## config.mk

```make
export PLATFORM = sky130hd
export DESIGN_NAME = led_pattern_seq
export DESIGN_NICKNAME = d
export VERILOG_FILES = /design/src/rtl/led_seq_pkg.sv /design/src/rtl/sync_edge.sv /design/src/rtl/led_pattern_seq.sv
export SDC_FILE = /design/constraint.sdc
export NUM_CORES = 1
export LEC_CHECK = 0
export CAP_MARGIN = 5
export CORE_UTILIZATION = 54
export DETAILED_ROUTE_END_ITERATION = 8
export GPL_TIMING_DRIVEN = 0
export PLACE_DENSITY = 0.81
export SLEW_MARGIN = 25
export SYNTH_ARGS = -nofsm -noshare
export SYNTH_HDL_FRONTEND = slang
export SYNTH_HIERARCHICAL = 1
export SYNTH_SLANG_ARGS = --single-unit
```

## constraint.sdc

```tcl
create_clock -name clk -period 2.5 [get_ports clk]
set_input_delay 0.5 -clock clk [delete_from_list [all_inputs] [get_ports clk]]
set_output_delay 0.5 -clock clk [all_outputs]
set_load 0.01 [all_outputs]
```

## src/rtl/led_seq_pkg.sv

```systemverilog
// Shared types and helpers for the LED pattern sequencer.
// Holds the display-mode encoding, the PWM counter width and the per-mode
// initial pattern loaded whenever the mode changes.
package led_seq_pkg;

  typedef enum logic [1:0] {
    MODE_CHASE  = 2'd0,
    MODE_BOUNCE = 2'd1,
    MODE_COUNT  = 2'd2,
    MODE_BLINK  = 2'd3
  } mode_t;

  localparam int PWM_W = 8;

  // Widest LED bank the initial-pattern helper can describe.
  localparam int LED_MAX = 32;

  // Pattern shown right after entering a mode; callers truncate to their width.
  function automatic logic [LED_MAX-1:0] init_pattern(input mode_t m);
    case (m)
      MODE_COUNT: init_pattern = '0;
      MODE_BLINK: init_pattern = '1;
      default:    init_pattern = LED_MAX'(1);
    endcase
  endfunction

endpackage

```

## src/rtl/sync_edge.sv

```systemverilog
// Two-flop synchronizer with a trailing previous-value flop and edge strobes.
// Latency: an input change sampled at edge N shows on the strobes after edge N+1.
// No backpressure: strobes last exactly one cycle per synchronized transition.
module sync_edge (
  input  logic clk,
  input  logic rst_n,
  input  logic din,
  output logic any_edge,
  output logic rise
);

  logic meta;
  logic sync;
  logic prev;

  // Shift the asynchronous input through two sync stages and a history flop.
  always_ff @(posedge clk or negedge rst_n) begin
    if (!rst_n) begin
      meta <= 1'b0;
      sync <= 1'b0;
      prev <= 1'b0;
    end else begin
      meta <= din;
      sync <= meta;
      prev <= sync;
    end
  end

  assign any_edge = sync ^ prev;
  assign rise     = sync & ~prev;

endmodule

```

## src/rtl/led_pattern_seq.sv

```systemverilog
// LED pattern sequencer: blink-toggle edges step a pattern, a button cycles modes.
// Latency: input edge sampled at N updates pattern/mode/step_pulse at N+2.
// No backpressure; enable low drops steps. Optional dimming via `LED_SEQ_PWM_EN.
module led_pattern_seq
  import led_seq_pkg::*;
#(
  parameter int NUM_LEDS = 4,
  parameter int PWM_DUTY = 64
) (
  input  logic                clk,
  input  logic                rst_n,
  input  logic                tick_in,
  input  logic                mode_btn,
  input  logic                enable,
  output logic [NUM_LEDS-1:0] leds,
  output logic [1:0]          mode,
  output logic                step_pulse
);

  logic tick_edge;
  logic btn_rise;
  logic unused_tick_rise;
  logic unused_btn_edge;

  sync_edge u_tick_sync (
    .clk      (clk),
    .rst_n    (rst_n),
    .din      (tick_in),
    .any_edge (tick_edge),
    .rise     (unused_tick_rise)
  );

  sync_edge u_btn_sync (
    .clk      (clk),
    .rst_n    (rst_n),
    .din      (mode_btn),
    .any_edge (unused_btn_edge),
    .rise     (btn_rise)
  );

  logic [NUM_LEDS-1:0] pattern;
  mode_t               mode_q;
  logic                dir_up;
  logic                step_q;

  logic                mode_evt;
  logic                step_evt;
  mode_t               mode_nxt;
  logic [NUM_LEDS-1:0] init_val;
  logic [NUM_LEDS-1:0] step_val;
  logic                go_up;

  // A button edge takes priority; a simultaneous step is simply lost.
  assign mode_evt = btn_rise;
  assign step_evt = tick_edge & enable;
  assign mode_nxt = mode_t'(mode_q + 2'd1);
  assign init_val = NUM_LEDS'(init_pattern(mode_nxt));

  // Next pattern for one step in the current mode.
  always_comb begin
    go_up    = dir_up ? ~pattern[NUM_LEDS-1] : pattern[0];
    step_val = pattern;
    case (mode_q)
      MODE_CHASE:  step_val = {pattern[NUM_LEDS-2:0], pattern[NUM_LEDS-1]};
      MODE_BOUNCE: step_val = go_up ? (pattern << 1) : (pattern >> 1);
      MODE_COUNT:  step_val = pattern + NUM_LEDS'(1);
      MODE_BLINK:  step_val = ~pattern;
      default:     step_val = pattern;
    endcase
  end

  // Mode/pattern state machine; the bounce direction is re-decided on each step
  // so the end LED is shown once before turning around.
  always_ff @(posedge clk or negedge rst_n) begin
    if (!rst_n) begin
      mode_q  <= MODE_CHASE;
      pattern <= NUM_LEDS'(1);
      dir_up  <= 1'b1;
      step_q  <= 1'b0;
    end else begin
      step_q <= 1'b0;
      if (mode_evt) begin
        mode_q  <= mode_nxt;
        pattern <= init_val;
        dir_up  <= 1'b1;
      end else if (step_evt) begin
        pattern <= step_val;
        step_q  <= 1'b1;
        if (mode_q == MODE_BOUNCE) begin
          dir_up <= go_up;
        end
      end
    end
  end

  assign mode       = mode_q;
  assign step_pulse = step_q;

`ifdef LED_SEQ_PWM_EN
  localparam logic [PWM_W-1:0] DUTY = PWM_W'(PWM_DUTY);

  logic [PWM_W-1:0]    pwm_cnt;
  logic [NUM_LEDS-1:0] leds_q;

  // Free-running PWM period counter and gated, registered LED drive.
  always_ff @(posedge clk or negedge rst_n) begin
    if (!rst_n) begin
      pwm_cnt <= '0;
      leds_q  <= NUM_LEDS'(1) & {NUM_LEDS{DUTY != '0}};
    end else begin
      pwm_cnt <= pwm_cnt + PWM_W'(1);
      leds_q  <= pattern & {NUM_LEDS{pwm_cnt < DUTY}};
    end
  end

  assign leds = leds_q;
`else
  // Duty setting has no effect without the dimming stage.
  localparam int unused_pwm_duty = PWM_DUTY;

  assign leds = pattern;
`endif

endmodule

```

==> flow_metrics.py <==
metrics = {
    "synth": {
        "netlist_instances": 76,
        "synthesis.area_sq_um": 753.2,
        "yosysWarnings": 6,
        "syn_nets": 89,
        "synth_area_per_cell_sq_um": 9.911,
    },
    "power_and_ir_drop": {
        "p_sw_uw": 392.0,
        "p_clk_share_pct": 16.2,
        "worst_ir_drop_vdd_mv": 0.5525,
        "leakage_uw": 0.0004117,
        "share_comb_of_total_power_pct": 45.5,
        "p_per_area_nw_per_um2": 1076,
        "switching_share_pct": 39.67,
        "p_int_uw": 596.3,
        "sequentialPowerShare_pct": 38.3,
        "power_uw": 988.3,
    },
    "layout": {
        "diodes": 0,
        "final_common_cell": "dfrtp_1",
        "syn_to_final_growth_pct": 21.93,
        "nNetsFinal": 105,
        "fill_cells": 106,
        "drive_gt1_share_pct": 8.791,
        "final_cell_mix": "dfrtp_1 (12), clkdlybuf4s50_1 (11), inv_1 (9), a21oi_1 (8), ha_1 (8)",
    },
    "job": {
        "drv_cap": 0,
    },
    "routing": {
        "post_drt_wl_per_cell_um": 12.97,
        "post-route-drc-count": 0,
        "dr.first_iter.drc_count": 17,
        "wl_um": 1375,
        "ant_nets": 0,
        "num_vias": 605,
        "drt-vias-per-instance": 5.708,
        "dr.pass1.iters": 4,
    },
    "grt": {
        "grt_pass1_vias": 503,
        "grt_pass1_wl_um": 2139,
        "gr-total-overflow": 0,
        "grt_usage_pct": 20.91,
        "antenna_found_initial": 0,
        "grt_max_degree": 15,
    },
    "clocking": {
        "clock-sinks": 14,
        "clk_latency_ns": 0.27,
        "clk_pin_slew_worst_paths_ns": 0.09,
        "htreeDepth": 1,
        "cts_max_path_buffers": 2,
        "root_buffer": "clkbuf_4",
        "cts_tree": "done",
        "hold_buffers": 0,
        "ctsResizeCount": 0,
        "post_cts_buffers": 0,
        "cts_inserted_buffers": 3,
    },
    "worst_setup_path": {
        "path_cells": "clkdlybuf4s50_1",
        "endpoint_kind": "output port",
        "crit_buf_inv": 1,
        "arrival_ns": 1.47,
        "critical_path_class": "flop to output port",
        "slowest_stage": "dfstp_2",
        "cp_slowest_stage_delay_ns": 0.63,
        "cp_max_fo": 10,
        "cp.required_ns": 2.00,
        "cp_top_family": "flip-flops",
        "start_kind": "flop",
    },
    "timing": {
        "fin_skew_ns": 0.01129,
        "period_share_pct": 78.65,
        "worstMarginPinSlew_ns": 0.5867,
        "setup-tns-final_ns": 0,
        "finalHoldViolations": 0,
        "fin_crit_ns": 1.966,
        "fin_ws_ns": 0.5338,
        "maxSlewViolCount": 0,
        "maxSlewHeadroom_pct": 60.77,
        "fmax_mhz": 508.6,
        "rsz0062_at_grt": "false",
        "setup_violations": 0,
    },
    "floorplan": {
        "fp.dieW_um": 39.35,
        "io_pins": 12,
        "dieArea_sq_um": 1548,
        "core_area_sq_um": 1301,
        "rows": 13,
        "fp.dieH_um": 39.35,
        "initial_core_util_pct": 57.88,
    },
    "hold_path": {
        "worstHoldPathType": "flop to flop",
    },
    "status": {
        "status": "completed",
    },
    "placement": {
        "numPortBuffers": 11,
        "gp_congestion": 0.8041,
        "hpwl_um": 1022,
        "dp_slack_ns": 0.7399,
    },
}
flip-flops by register name, summed over array words and instances, names as in the netlist:
name              count
dir_up                1
u_tick_sync/meta      1
u_tick_sync/sync      1
u_tick_sync/prev      1
u_btn_sync/meta       1
u_btn_sync/prev       1
mode                  2
step_pulse            1
u_btn_sync/sync       1
leds                  4
path summary, 6_finish.rpt:
check	start	end	slack, ns	depth (start not counted)
min reg2reg	u_tick_sync/meta$_DFF_PN0_	u_tick_sync/sync$_DFF_PN0_	0.35	0
max in group asynchronous	rst_n	mode[0]$_DFFE_PN0P_	1.52	1
min in group asynchronous	rst_n	step_pulse$_DFF_PN0_	0.59	1
max	leds[0]$_DFFE_PN1P_	leds[0]	0.53	1
max reg2reg	mode[0]$_DFFE_PN0P_	leds[2]$_DFFE_PN0P_	0.96	6
min	u_tick_sync/meta$_DFF_PN0_	u_tick_sync/sync$_DFF_PN0_	0.35	0
final cells by class:
cell class              instances  area [sq um]  area share, %
well taps                      15         18.77          2.044
multi-input cells              51         357.8          38.96
plain buffers                   1         5.005         0.5450
flip-flops and latches         14         352.8          38.42
inverters                      10         37.54          4.087
clock buffers                   4         36.28          3.951
repair buffers                 11         110.1          11.99
layer usage:
metal	routed length (um)	global-route usage [%]
met3	58	3.409
met4	18	9.483
met2	622	31.25
met5	0	0
met1	676	29.29
through the flow:
step / std cells / hold WS, ns / utilization, % / cell area, sq um
after floorplan: 76 / 0.2044 / - / 753.2
after global placement: 102 / 0.3331 / 67.79 / 882.1
after detailed placement: 102 / 0.3347 / 67.79 / 882.1
after CTS: 106 / 0.3541 / 70.58 / 918.4
after global routing: 106 / 0.3712 / 70.58 / 918.4
final: 106 / 0.3516 / 70.58 / 918.4
power by group through the flow:
stage / Clock [uW] / Sequential (uW) / Combinational (uW)
floorplan: 0 / 386 / 264
global placement: 0 / 382 / 432
detailed placement: 0 / 383 / 444
CTS: 164 / 379 / 447
global route: 179 / 395 / 504
finish: 160 / 378 / 450
Power figures use the tool's default switching activity.
